===== src/rtl/native_port_pkg.sv =====
// native_port_pkg: shared definitions for the native video port path.
// Holds the packing-mode encodings, the default pixel/slot/word widths and
// the packed tag type that travels with every word written to the FIFO.
package native_port_pkg;
    localparam logic [31:0] MODE_ONCE = "ONCE";
    localparam logic [31:0] MODE_LINE = "LINE";
    localparam int DSIZE_DEF = 24;
    localparam int PSIZE_DEF = 32;
    localparam int MSIZE_DEF = 256;
    typedef struct packed {
        logic sof;
        logic eol;
        logic eof;
    } wr_tag_t;
endpackage


===== src/rtl/native_in_pack_if.sv =====
// native_in_pack_if: video-side and FIFO-side signals of the write packer.
// Video side: vactive/hactive frame size, falign/lalign/ealign alignment
// pulses, idata_vld/idata pixel stream, wr_full FIFO status.
// FIFO side: wr_en strobe, wr_data word, wr_sof/wr_eol/wr_eof tags and the
// sticky overflow/len_err flags.
// master = stimulus/port side, slave = the packer.
interface native_in_pack_if #(
    parameter int DSIZE = native_port_pkg::DSIZE_DEF,
    parameter int MSIZE = native_port_pkg::MSIZE_DEF
);
    logic [15:0]      vactive;
    logic [15:0]      hactive;
    logic             falign;
    logic             lalign;
    logic             ealign;
    logic             idata_vld;
    logic [DSIZE-1:0] idata;
    logic             wr_full;
    logic             wr_en;
    logic [MSIZE-1:0] wr_data;
    logic             wr_sof;
    logic             wr_eol;
    logic             wr_eof;
    logic             overflow;
    logic             len_err;

    modport master (
        output vactive, hactive, falign, lalign, ealign, idata_vld, idata, wr_full,
        input  wr_en, wr_data, wr_sof, wr_eol, wr_eof, overflow, len_err
    );

    modport slave (
        input  vactive, hactive, falign, lalign, ealign, idata_vld, idata, wr_full,
        output wr_en, wr_data, wr_sof, wr_eol, wr_eof, overflow, len_err
    );
endinterface


===== src/rtl/pack_word_asm.sv =====
// pack_word_asm: slot pointer plus word assembly register.
// Ports: clock/rst (async, active-high); clear_i drops the partial word and
// restarts at slot 0 (takes effect before a same-cycle load); load_i places
// pix_i into the current slot; close_i empties the word after this cycle.
// slot_o is the slot the current pixel lands in, word_o the word including
// that pixel, busy_o flags a non-empty partial word.
module pack_word_asm #(
    parameter int DSIZE = 24,
    parameter int PSIZE = 32,
    parameter int MSIZE = 256
) (
    input  logic             clock,
    input  logic             rst,
    input  logic             clear_i,
    input  logic             load_i,
    input  logic             close_i,
    input  logic [DSIZE-1:0] pix_i,
    output logic [$clog2(MSIZE/PSIZE)-1:0] slot_o,
    output logic [MSIZE-1:0] word_o,
    output logic             busy_o
);
    localparam int SW = $clog2(MSIZE / PSIZE);

    logic [SW-1:0]    slot_q, slot_d;
    logic [MSIZE-1:0] word_q, word_d;
    int               base;

    assign slot_o = clear_i ? '0 : slot_q;
    // The slot pointer only returns to 0 on a close, so a non-zero pointer
    // is exactly "something is waiting in the word".
    assign busy_o = slot_q != '0;

    always_comb begin
        base = int'(slot_o) * PSIZE;
        word_o = clear_i ? '0 : word_q;
        if (load_i) word_o[base +: DSIZE] = pix_i;
        slot_d = close_i ? '0 : load_i ? slot_o + 1'b1 : slot_o;
        word_d = close_i ? '0 : word_o;
    end

    always_ff @(posedge clock or posedge rst) begin
        if (rst) begin
            slot_q <= '0;
            word_q <= '0;
        end else begin
            slot_q <= slot_d;
            word_q <= word_d;
        end
    end
endmodule


===== src/rtl/native_in_pack.sv =====
// native_in_pack: packs native-port pixels into MSIZE-bit FIFO words.
// Ports: clock, rst (async, active-high) and bus (slave side of
// native_in_pack_if): frame size, alignment pulses and pixel stream in;
// wr_en/wr_data/wr_sof/wr_eol/wr_eof FIFO write and sticky overflow/len_err
// out. Video cannot stall, so a full FIFO drops the word and raises overflow.
module native_in_pack import native_port_pkg::*; #(
    parameter int          DSIZE = DSIZE_DEF,
    parameter int          PSIZE = PSIZE_DEF,
    parameter int          MSIZE = MSIZE_DEF,
    parameter logic [31:0] MODE  = MODE_ONCE
) (
    input logic             clock,
    input logic             rst,
    native_in_pack_if.slave bus
);
    localparam int NUM  = MSIZE / PSIZE;
    localparam int SW   = $clog2(NUM);
    localparam bit LINE = MODE == MODE_LINE;

    if (PSIZE < DSIZE) begin : g_bad_psize
        $error("native_in_pack: PSIZE must be >= DSIZE");
    end
    if (MSIZE % PSIZE != 0) begin : g_bad_msize
        $error("native_in_pack: MSIZE must be a multiple of PSIZE");
    end
    if (NUM < 2) begin : g_bad_num
        $error("native_in_pack: need at least two slots per word");
    end

    logic [15:0]      hact_q, hact_d, vact_q, vact_d;
    logic [15:0]      pcnt_q, pcnt_d, lcnt_q, lcnt_d;
    logic             sof_arm_q, sof_arm_d, fd_q, fd_d;
    logic             wr_en_q, wr_en_d, ovf_q, ovf_d, lerr_q, lerr_d;
    logic [MSIZE-1:0] wr_data_q, wr_data_d;
    wr_tag_t          tag_q, tag_d;

    logic [SW-1:0]    slot;
    logic [MSIZE-1:0] word;
    logic             busy;

    logic             fd_eff, sof_eff, acc, eol_px, eof_px, close_px;
    logic             fd_post, busy_post, ef, lf, close;
    logic [15:0]      pcnt_eff, lcnt_eff, pcnt_post;

    pack_word_asm #(.DSIZE(DSIZE), .PSIZE(PSIZE), .MSIZE(MSIZE)) u_asm (
        .clock   (clock),
        .rst     (rst),
        .clear_i (bus.falign),
        .load_i  (acc),
        .close_i (close),
        .pix_i   (bus.idata),
        .slot_o  (slot),
        .word_o  (word),
        .busy_o  (busy)
    );

    // Each cycle is evaluated in priority order: falign first re-bases the
    // frame (the *_eff values), then the pixel (the *_post values), then an
    // ealign or lalign flush acting on what the pixel left behind.
    always_comb begin
        hact_d    = bus.falign ? bus.hactive : hact_q;
        vact_d    = bus.falign ? bus.vactive : vact_q;
        fd_eff    = bus.falign ? (bus.hactive == '0 || bus.vactive == '0) : fd_q;
        pcnt_eff  = bus.falign ? '0 : pcnt_q;
        lcnt_eff  = bus.falign ? '0 : lcnt_q;
        sof_eff   = bus.falign | sof_arm_q;
        acc       = bus.idata_vld && !fd_eff;
        eol_px    = acc && pcnt_eff == hact_d - 16'd1;
        eof_px    = eol_px && lcnt_eff == vact_d - 16'd1;
        close_px  = acc && (slot == SW'(NUM - 1) || eof_px || (LINE && eol_px));
        pcnt_post = eol_px ? '0 : pcnt_eff + 16'(acc);
        fd_post   = fd_eff || eof_px;
        busy_post = acc ? !close_px : busy && !bus.falign;
        ef        = !bus.falign && bus.ealign && !fd_post;
        lf        = !bus.falign && !ef && bus.lalign && pcnt_post != '0;
        // A flush only writes when a partial word is left; if the pixel
        // already closed a word this cycle, that word carries the flush tag.
        close     = close_px || ((ef || (LINE && lf)) && busy_post);
        pcnt_d    = lf ? '0 : pcnt_post;
        lcnt_d    = lcnt_eff + 16'(eol_px) + 16'(lf);
        fd_d      = fd_post || ef;
        sof_arm_d = sof_eff && !close;
        wr_en_d   = close && !bus.wr_full;
        wr_data_d = wr_en_d ? word : '0;
        tag_d.sof = wr_en_d && sof_eff;
        tag_d.eol = wr_en_d && LINE && (eol_px || lf);
        tag_d.eof = wr_en_d && (eof_px || ef);
        ovf_d     = ovf_q || (close && bus.wr_full);
        lerr_d    = lerr_q || (bus.falign && busy) || (!bus.falign && bus.idata_vld && fd_q) || ef || lf;
    end

    always_ff @(posedge clock or posedge rst) begin
        if (rst) begin
            hact_q    <= '0;
            vact_q    <= '0;
            pcnt_q    <= '0;
            lcnt_q    <= '0;
            sof_arm_q <= 1'b0;
            fd_q      <= 1'b1;
            wr_en_q   <= 1'b0;
            wr_data_q <= '0;
            tag_q     <= '0;
            ovf_q     <= 1'b0;
            lerr_q    <= 1'b0;
        end else begin
            hact_q    <= hact_d;
            vact_q    <= vact_d;
            pcnt_q    <= pcnt_d;
            lcnt_q    <= lcnt_d;
            sof_arm_q <= sof_arm_d;
            fd_q      <= fd_d;
            wr_en_q   <= wr_en_d;
            wr_data_q <= wr_data_d;
            tag_q     <= tag_d;
            ovf_q     <= ovf_d;
            lerr_q    <= lerr_d;
        end
    end

    assign bus.wr_en    = wr_en_q;
    assign bus.wr_data  = wr_data_q;
    assign bus.wr_sof   = tag_q.sof;
    assign bus.wr_eol   = tag_q.eol;
    assign bus.wr_eof   = tag_q.eof;
    assign bus.overflow = ovf_q;
    assign bus.len_err  = lerr_q;
endmodule


===== src/flat_wrapper.sv =====
// flat-port wrapper written by rule: the top's interface ports become plain ports
module native_in_pack_flat import native_port_pkg::*;
#(
    parameter int          DSIZE = DSIZE_DEF,
    parameter int          PSIZE = PSIZE_DEF,
    parameter int          MSIZE = MSIZE_DEF,
    parameter logic [31:0] MODE  = MODE_ONCE
)
  (clock, rst, bus_vactive, bus_hactive, bus_falign, bus_lalign, bus_ealign, bus_idata_vld, bus_idata, bus_wr_full, bus_wr_en, bus_wr_data, bus_wr_sof, bus_wr_eol, bus_wr_eof, bus_overflow, bus_len_err);
  native_in_pack_if #(.DSIZE(DSIZE), .MSIZE(MSIZE)) bus_i ();
  input logic clock;
  input logic rst;
  input wire logic [$bits(bus_i.vactive)-1:0] bus_vactive;
  input wire logic [$bits(bus_i.hactive)-1:0] bus_hactive;
  input wire logic [$bits(bus_i.falign)-1:0] bus_falign;
  input wire logic [$bits(bus_i.lalign)-1:0] bus_lalign;
  input wire logic [$bits(bus_i.ealign)-1:0] bus_ealign;
  input wire logic [$bits(bus_i.idata_vld)-1:0] bus_idata_vld;
  input wire logic [$bits(bus_i.idata)-1:0] bus_idata;
  input wire logic [$bits(bus_i.wr_full)-1:0] bus_wr_full;
  output wire logic [$bits(bus_i.wr_en)-1:0] bus_wr_en;
  output wire logic [$bits(bus_i.wr_data)-1:0] bus_wr_data;
  output wire logic [$bits(bus_i.wr_sof)-1:0] bus_wr_sof;
  output wire logic [$bits(bus_i.wr_eol)-1:0] bus_wr_eol;
  output wire logic [$bits(bus_i.wr_eof)-1:0] bus_wr_eof;
  output wire logic [$bits(bus_i.overflow)-1:0] bus_overflow;
  output wire logic [$bits(bus_i.len_err)-1:0] bus_len_err;
  assign bus_i.vactive = bus_vactive;
  assign bus_i.hactive = bus_hactive;
  assign bus_i.falign = bus_falign;
  assign bus_i.lalign = bus_lalign;
  assign bus_i.ealign = bus_ealign;
  assign bus_i.idata_vld = bus_idata_vld;
  assign bus_i.idata = bus_idata;
  assign bus_i.wr_full = bus_wr_full;
  assign bus_wr_en = bus_i.wr_en;
  assign bus_wr_data = bus_i.wr_data;
  assign bus_wr_sof = bus_i.wr_sof;
  assign bus_wr_eol = bus_i.wr_eol;
  assign bus_wr_eof = bus_i.wr_eof;
  assign bus_overflow = bus_i.overflow;
  assign bus_len_err = bus_i.len_err;
  native_in_pack #(.DSIZE(DSIZE), .PSIZE(PSIZE), .MSIZE(MSIZE), .MODE(MODE)) u_core (.clock(clock), .rst(rst), .bus(bus_i));
endmodule

===== config.mk =====
export PLATFORM = sky130hd
export DESIGN_NAME = native_in_pack_flat
export DESIGN_NICKNAME = d
export VERILOG_FILES = /design/src/rtl/native_port_pkg.sv /design/src/rtl/native_in_pack_if.sv /design/src/rtl/pack_word_asm.sv /design/src/rtl/native_in_pack.sv /design/src/flat_wrapper.sv
export SDC_FILE = /design/constraint.sdc
export NUM_CORES = 1
export LEC_CHECK = 0
export ABC_AREA = 1
export CAP_MARGIN = 30
export CORE_AREA = 2 2 214 216
export CTS_CLUSTER_DIAMETER = 40
export CTS_CLUSTER_SIZE = 20
export DETAILED_ROUTE_END_ITERATION = 10
export DIE_AREA = 0 0 216 218
export GPL_TIMING_DRIVEN = 0
export PLACE_DENSITY = 0.84
export SLEW_MARGIN = 20
export SYNTH_ARGS = -nofsm -noshare
export SYNTH_HDL_FRONTEND = slang
export SYNTH_SLANG_ARGS = --single-unit

===== constraint.sdc =====
create_clock -name clock -period 21.7 [get_ports clock]
set_input_delay 2.17 -clock clock [delete_from_list [all_inputs] [get_ports clock]]
set_output_delay 2.17 -clock clock [all_outputs]
set_load 0.005 [all_outputs]

==> impl_metrics.toml <==
[die]
die-area_mm2 = 0.04709
ios = 325
start_util = 0.5451
rows = 78
die_h_um = 218
die_x_um = 216
core_mm2 = 0.04489

[route]
vias = 20930
first_pass_iters = 7
first_iter_violations = 2464
vias_per_cell = 5.549
drc = 0
wirelength_mm = 78.67
wire_per_inst_um = 20.86
final_antenna_net_count = 0

[placement]
gp_congestion = 0.9124
port_buffers = 323
post-dp-hpwl_mm = 54.89
placed_area_mm2 = 0.02860

[timing]
max-slew-margin-rel = 0.3937
min_period_ns = 7.271
post-route-period-util = 0.3351
tightest_slew_ns = 0.9095
setup_violations = 0
rsz0062_at_grt = "false"
slew_viol_final = 0
fin_setup_tns_ns = 0
final_hold_viol_count = 0
hold_slack_ns = 0.4675
clock_skew_ns = 0.03161
max_freq_mhz = 137.5

[logic_synthesis]
synth_async_sr_flop_share = 1.000
ys_seq_area_frac = 0.5993
synth-edff-count = 0
ys_ff_latch = 586
synth_top_area_frac = 0.5982
yosysTopAreaCell = "dfrtp_1"
yosys.cell_count.top_type = "nor2_1"
yosysWarnings = 0
synth_cells = 2703
synth_common_cells = "nor2_1 (684), nand2_1 (626), dfrtp_1 (585)"
synth-main-ff-cell = "dfrtp_1"
synth_nets = 2778
synth_area_mm2 = 0.02447
syn_avg_cell_area_um2 = 9.054
ys_types = 39
ys_top_cells_by_area = "dfrtp_1 (60%), nor2_1 (10%), nand2_1 (9.6%), o21a_1 (3.7%), inv_1 (2.0%)"

[global_route]
grt_remaining_overflow = 0
grt_antenna_before_repair = 3
grt_max_degree = 117
grt_first_pass_wirelength_mm = 120.2
grtUsageMet1 = 0.4282
use_met2 = 0.5255
grt_pass1_vias = 21170
busiest_layer = "met2"
grt_usage = 0.3365
gr-usage-met3 = 0.07755

[clock_tree]
cts_buffers = 76
tritoncts = "yes"
htreeDepth = 3
post_cts_buffers = 0
cts_resized = 0
clock_latency_ns = 0.63
cts_root_buffer = "clkbuf_16"
cts_hold_buffers = 0
clockBufferDepth = 3
cts.sinks = 586
clk_pin_slew_worst_paths_ns = 0.06

[final_layout]
areaGrowthSynthToFinish_pct = 27.82
layout-drive-gt1-share = 0.08365
n_fill_cell = 3189
multi_input_area_mm2 = 0.008232
seqCellArea_mm2 = 0.01467
fin_nets = 3184
design_area_mm2 = 0.03128
utilization = 0.6968

[setup_path]
worstPathRequired_ns = 22.19
crit_slowest_cell = "clkdlybuf4s50_1"
critPathMaxFanout = 10
cpMostUsedCell = "nand2_1"
reg2regPathDepth = 29
slowest_delay_ns = 0.51
start_kind = "primary input"
endpoint_kind = "flip-flop"
critPathKind = "primary input to flip-flop"
cp.arrival_ns = 7.76

[power]
p_leak_uw = 0.01445
cellPowerDensity_mw_per_mm2 = 84.20
ir_drop_uv = 80.23
total_power_uw = 2634

[run_status]
status = "completed"

[worst_hold_path]
min_path_type = "flip-flop to flip-flop"
hold_depth = 1

[flow_run]
maxCapViolations = 0
[worst paths after layout]
path                                                 to        startpoint  slack [ns]
worst max-delay path                  u_core.lcnt_q[14]        bus_falign       14.43
worst min-delay path                   u_core.lcnt_q[3]  u_core.lcnt_q[3]        0.47
worst max register to register        u_core.lcnt_q[14]       u_core.fd_q       16.55
worst min register to register         u_core.lcnt_q[3]  u_core.lcnt_q[3]        0.47
max in group asynchronous       u_core.u_asm.word_q[13]               rst       17.81
min in group asynchronous        u_core.bus.wr_data[76]               rst        2.03
[logic make-up after synthesis]
| group | count (synthesis) | share of synthesized area |
|---|---|---|
| and+or+nand+nor | 1496 | 0.2444 |
| xor gates and xnor gates | 41 | 0.01467 |
| AOI/OAI and AO/OA | 250 | 0.07071 |
| other | 1 | 0.0001532 |
| adders and majority gates | 12 | 0.006442 |
| buffers and inverters | 317 | 0.06437 |
| DFF | 586 | 0.5993 |
[through the flow]
stage,std cells,setup WS (ns)
after floorplan,2703,3.134
after global placement,3626,-2.155
after detailed placement,3631,13.85
after CTS,3768,14.47
after global routing,3770,13.88
final,3771,14.43
[where the power goes]
part / leakage, uW / total (uW) / switching, uW / internal, uW
combinational: 0.00505 / 219 / 161 / 58.0
clock: 0.00130 / 1310 / 559 / 747
sequential: 0.00810 / 1110 / 4.65 / 1100
[critical path, delay by kind of cell]
family,cells,cell delay (ns)
fa+ha+maj,4,1.03
simple gates,18,2.75
compound gates,1,0.06
xor+xnor,2,0.25
buf+inv,9,1.50
[layout by cell type (no fill, tap or decap), types with 18 or more instances in the layout]
cell type / count
nor2_1: 684
a31oi_1: 48
xor2_1: 32
inv_6: 18
buf_4: 18
a41oi_1: 24
a21oi_1: 24
clkbuf_16: 76
buf_6: 40
o21a_1: 120
dfrtp_1: 585
nand3_1: 56
nor4_1: 25
inv_1: 131
clkbuf_1: 92
nand2_1: 626
clkdlybuf4s50_1: 323
nor3_1: 60
[metal layers]
layer	vias up	wire length [um]
li1	9325	-
met4	0	5007
met2	1155	36290
met3	301	6717
met1	10150	30650
met5	-	0
[sequential cells by signal (all words and copies together) (netlist names)]
name                 flops
u_core.bus.wr_sof        1
u_core.fd_q              1
u_core.hact_q           16
u_core.pcnt_q           16
u_core.lcnt_q           16
u_core.vact_q           16
u_core.u_asm.word_q    256
u_core.bus.wr_data     256
u_core.sof_arm_q         1
u_core.bus.len_err       1
u_core.bus.wr_en         1
u_core.u_asm.slot_q      3
u_core.bus.overflow      1
u_core.bus.wr_eof        1
[layout make-up]
type	count	share of cell area
Multi-Input combinational cell	1800	0.2631
Clock inverter	57	0.02352
Timing Repair Buffer	328	0.1078
Tap cell	600	0.02400
Buffer	167	0.03236
Inverter	150	0.01824
Clock buffer	80	0.06192
Sequential cell	586	0.4688
Antenna cell	3	0.0002400
No activity file was read; power rests on OpenSTA's default activity.
==> variant, RTL diff (same flow settings) <==
`PSIZE_DEF`: 32 -> 64.
--- a/src/rtl/native_port_pkg.sv
+++ b/src/rtl/native_port_pkg.sv
@@ -5,7 +5,7 @@
     localparam logic [31:0] MODE_ONCE = "ONCE";
     localparam logic [31:0] MODE_LINE = "LINE";
     localparam int DSIZE_DEF = 24;
-    localparam int PSIZE_DEF = 32;
+    localparam int PSIZE_DEF = 64;
     localparam int MSIZE_DEF = 256;
     typedef struct packed {
         logic sof;
Check against the original RTL: not equivalent (Yosys sat finds a counterexample within 4 cycles, from zero or initial values and one cycle with rst high).
==> variant against the unedited design <==
  * Wire length fell by 17%
  * Design area decreased by 0.94%
  * First-iteration DRC count decreased by 34%
  * Area after synthesis decreased by 0.42%
  * Power down 4.1%
  * Sequential cell count shrank 1
  * Worst hold slack gained 0.027 ns
  * Setup slack worse by 1.1 ns
  * Maximum frequency fell by 14%
  * Critical path type unchanged
==> variant: results <==
[run_status]
status = "complete, no violations"

[setup_path]
critPathArrivalTime_ns = 8.89
slowest_delay_ns = 0.63
reg2reg_to = "u_core.lcnt_q[15]$_DFF_PP0_"
ff2ff_setup_slack_ns = 15.66
crit_fanout = 10
crit_slowest_cell = "nor4_1"
r2r_start = "u_core.fd_q$_DFF_PP1_"
r2r.worst_path.cells = 25

[yosys]
syn_area_per_cell_sq_um = 10.27
yosysUniqueCellTypes = 43
ys_seq_area_frac = 0.6008
synth_nets = 2447
async_reset_ff_frac = 1.000
yosysTopAreaCell = "dfrtp_1"
ys_warn_count = 0
yosys-top-cells-area = "dfrtp_1 60%, nor2_4 8.5%, nand2_1 7.2%"
synth_common_cells = "584 x dfrtp_1, 468 x nand2_1, 457 x nor2_1"

[cts]
root_buffer = "clkbuf_16"
clock_latency_ns = 0.62
cts_resized = 0
cts_buffers = 70
cts_max_level = 3
clock_path_buffers = 3
clk_pin_slew_ns = 0.06
post_cts_buffers = 0

[timing]
skew_ns = 0.03495
finalHoldViolCount = 0
relSlewSlack = 0.4764

[placement]
numPlacedInstances = 3300
dpl_cell_area_sq_um = 28500
io_buffers = 323
pre_cts_slack_ns = 12.84
hpwl_um = 45690
gp_congestion = 0.9258

[power]
leakagePower_uw = 0.01404
vdd_drop_max_mv = 0.07376
p_switching_uw = 665.7
p_per_area_nw_per_um2 = 81.55

[hold_path]
worst_hold_path.endpoint = "u_core.lcnt_q[3]$_DFF_PP0_"
hold_depth = 1
hold_start = "u_core.lcnt_q[3]$_DFF_PP0_"
worstHoldPathType = "flip-flop to flip-flop"

[cells_and_area]
final_nets = 2848
stdcell_count = 3433
fill_cells = 3205
drive_above_1_share = 0.1630

[drt]
viasPerCell = 5.250
post_drt_wl_per_cell_um = 19.06
dr.pass1.iters = 9
drtIter0Drc = 1626

[grt]
grt_max_degree = 110
grt_pass1_vias = 18420
grt_use_total = 0.2797
antenna_found_initial = 4
grt_pass1_wl_um = 101500
## variant: cell families after synthesis
group / Yosys count / share of synthesized area
AO/OA/AOI/OAI: 155 / 0.03984
other: 1 / 0.0001539
buffers and inverters: 269 / 0.06212
adder cells (fa/ha/maj): 12 / 0.006469
flip-flops: 585 / 0.6008
XOR/XNOR: 34 / 0.01222
AND/OR/NAND/NOR: 1316 / 0.2784
## variant: worst max-delay path by stage
stage	startpoint	end	slack, ns
2_1_floorplan	rst	u_core.bus.len_err$_DFF_PP0_	3.16
3_3_place_gp	rst	u_core.bus.wr_data[239]$_DFF_PP0_	-1.88
3_5_place_dp	bus_falign	u_core.lcnt_q[14]$_DFF_PP0_	12.84
4_1_cts	bus_falign	u_core.lcnt_q[14]$_DFF_PP0_	13.35
5_1_grt	bus_falign	u_core.lcnt_q[14]$_DFF_PP0_	12.85
6_report	bus_falign	u_core.lcnt_q[15]$_DFF_PP0_	13.29
## variant: layout make-up
cell class,count,area (sq um),share of cell area
buffer,135,1011,0.03263
clock inverter,50,630.6,0.02035
multi-input combinational,1518,8215,0.2651
timing repair buffer,329,3386,0.1093
tap,600,750.7,0.02423
inverter,134,510.5,0.01647
antenna,5,12.51,0.0004038
sequential,585,14640,0.4725
clock buffer,77,1829,0.05903
## variant: layer usage
layer	global-route usage	wire, um	vias to the layer above
met5	0	0	-
met4	0.1436	3139	0
met3	0.06151	4462	187
met2	0.4726	32240	713
met1	0.3396	25580	8809
li1	-	-	8315
## variant: per-stage QoR
step,hold slack [ns],setup TNS [ns]
6_report,0.4942,0
5_1_grt,0.5070,0
4_1_cts,0.4943,0
3_5_place_dp,0.4808,0
3_3_place_gp,0.4547,-1052.27
2_1_floorplan,0.4400,0
## variant: critical path: cells and delay by family
family	cells	cell delay [ns]
xor gates and xnor gates	2	0.24
adders and majority gates	3	0.83
AOI/OAI and AO/OA	1	0.09
and+or+nand+nor	16	3.76
buffers and inverters	8	1.77
## variant: power groups by stage
stage                     Sequential (uW)  Clock [uW]  Combinational (uW)
after floorplan                      1130           0                 137
after global placement               1130           0                 191
after detailed placement             1130           0                 199
after CTS                            1110        1230                 201
after global routing                 1110        1280                 223
final                                1110        1220                 203
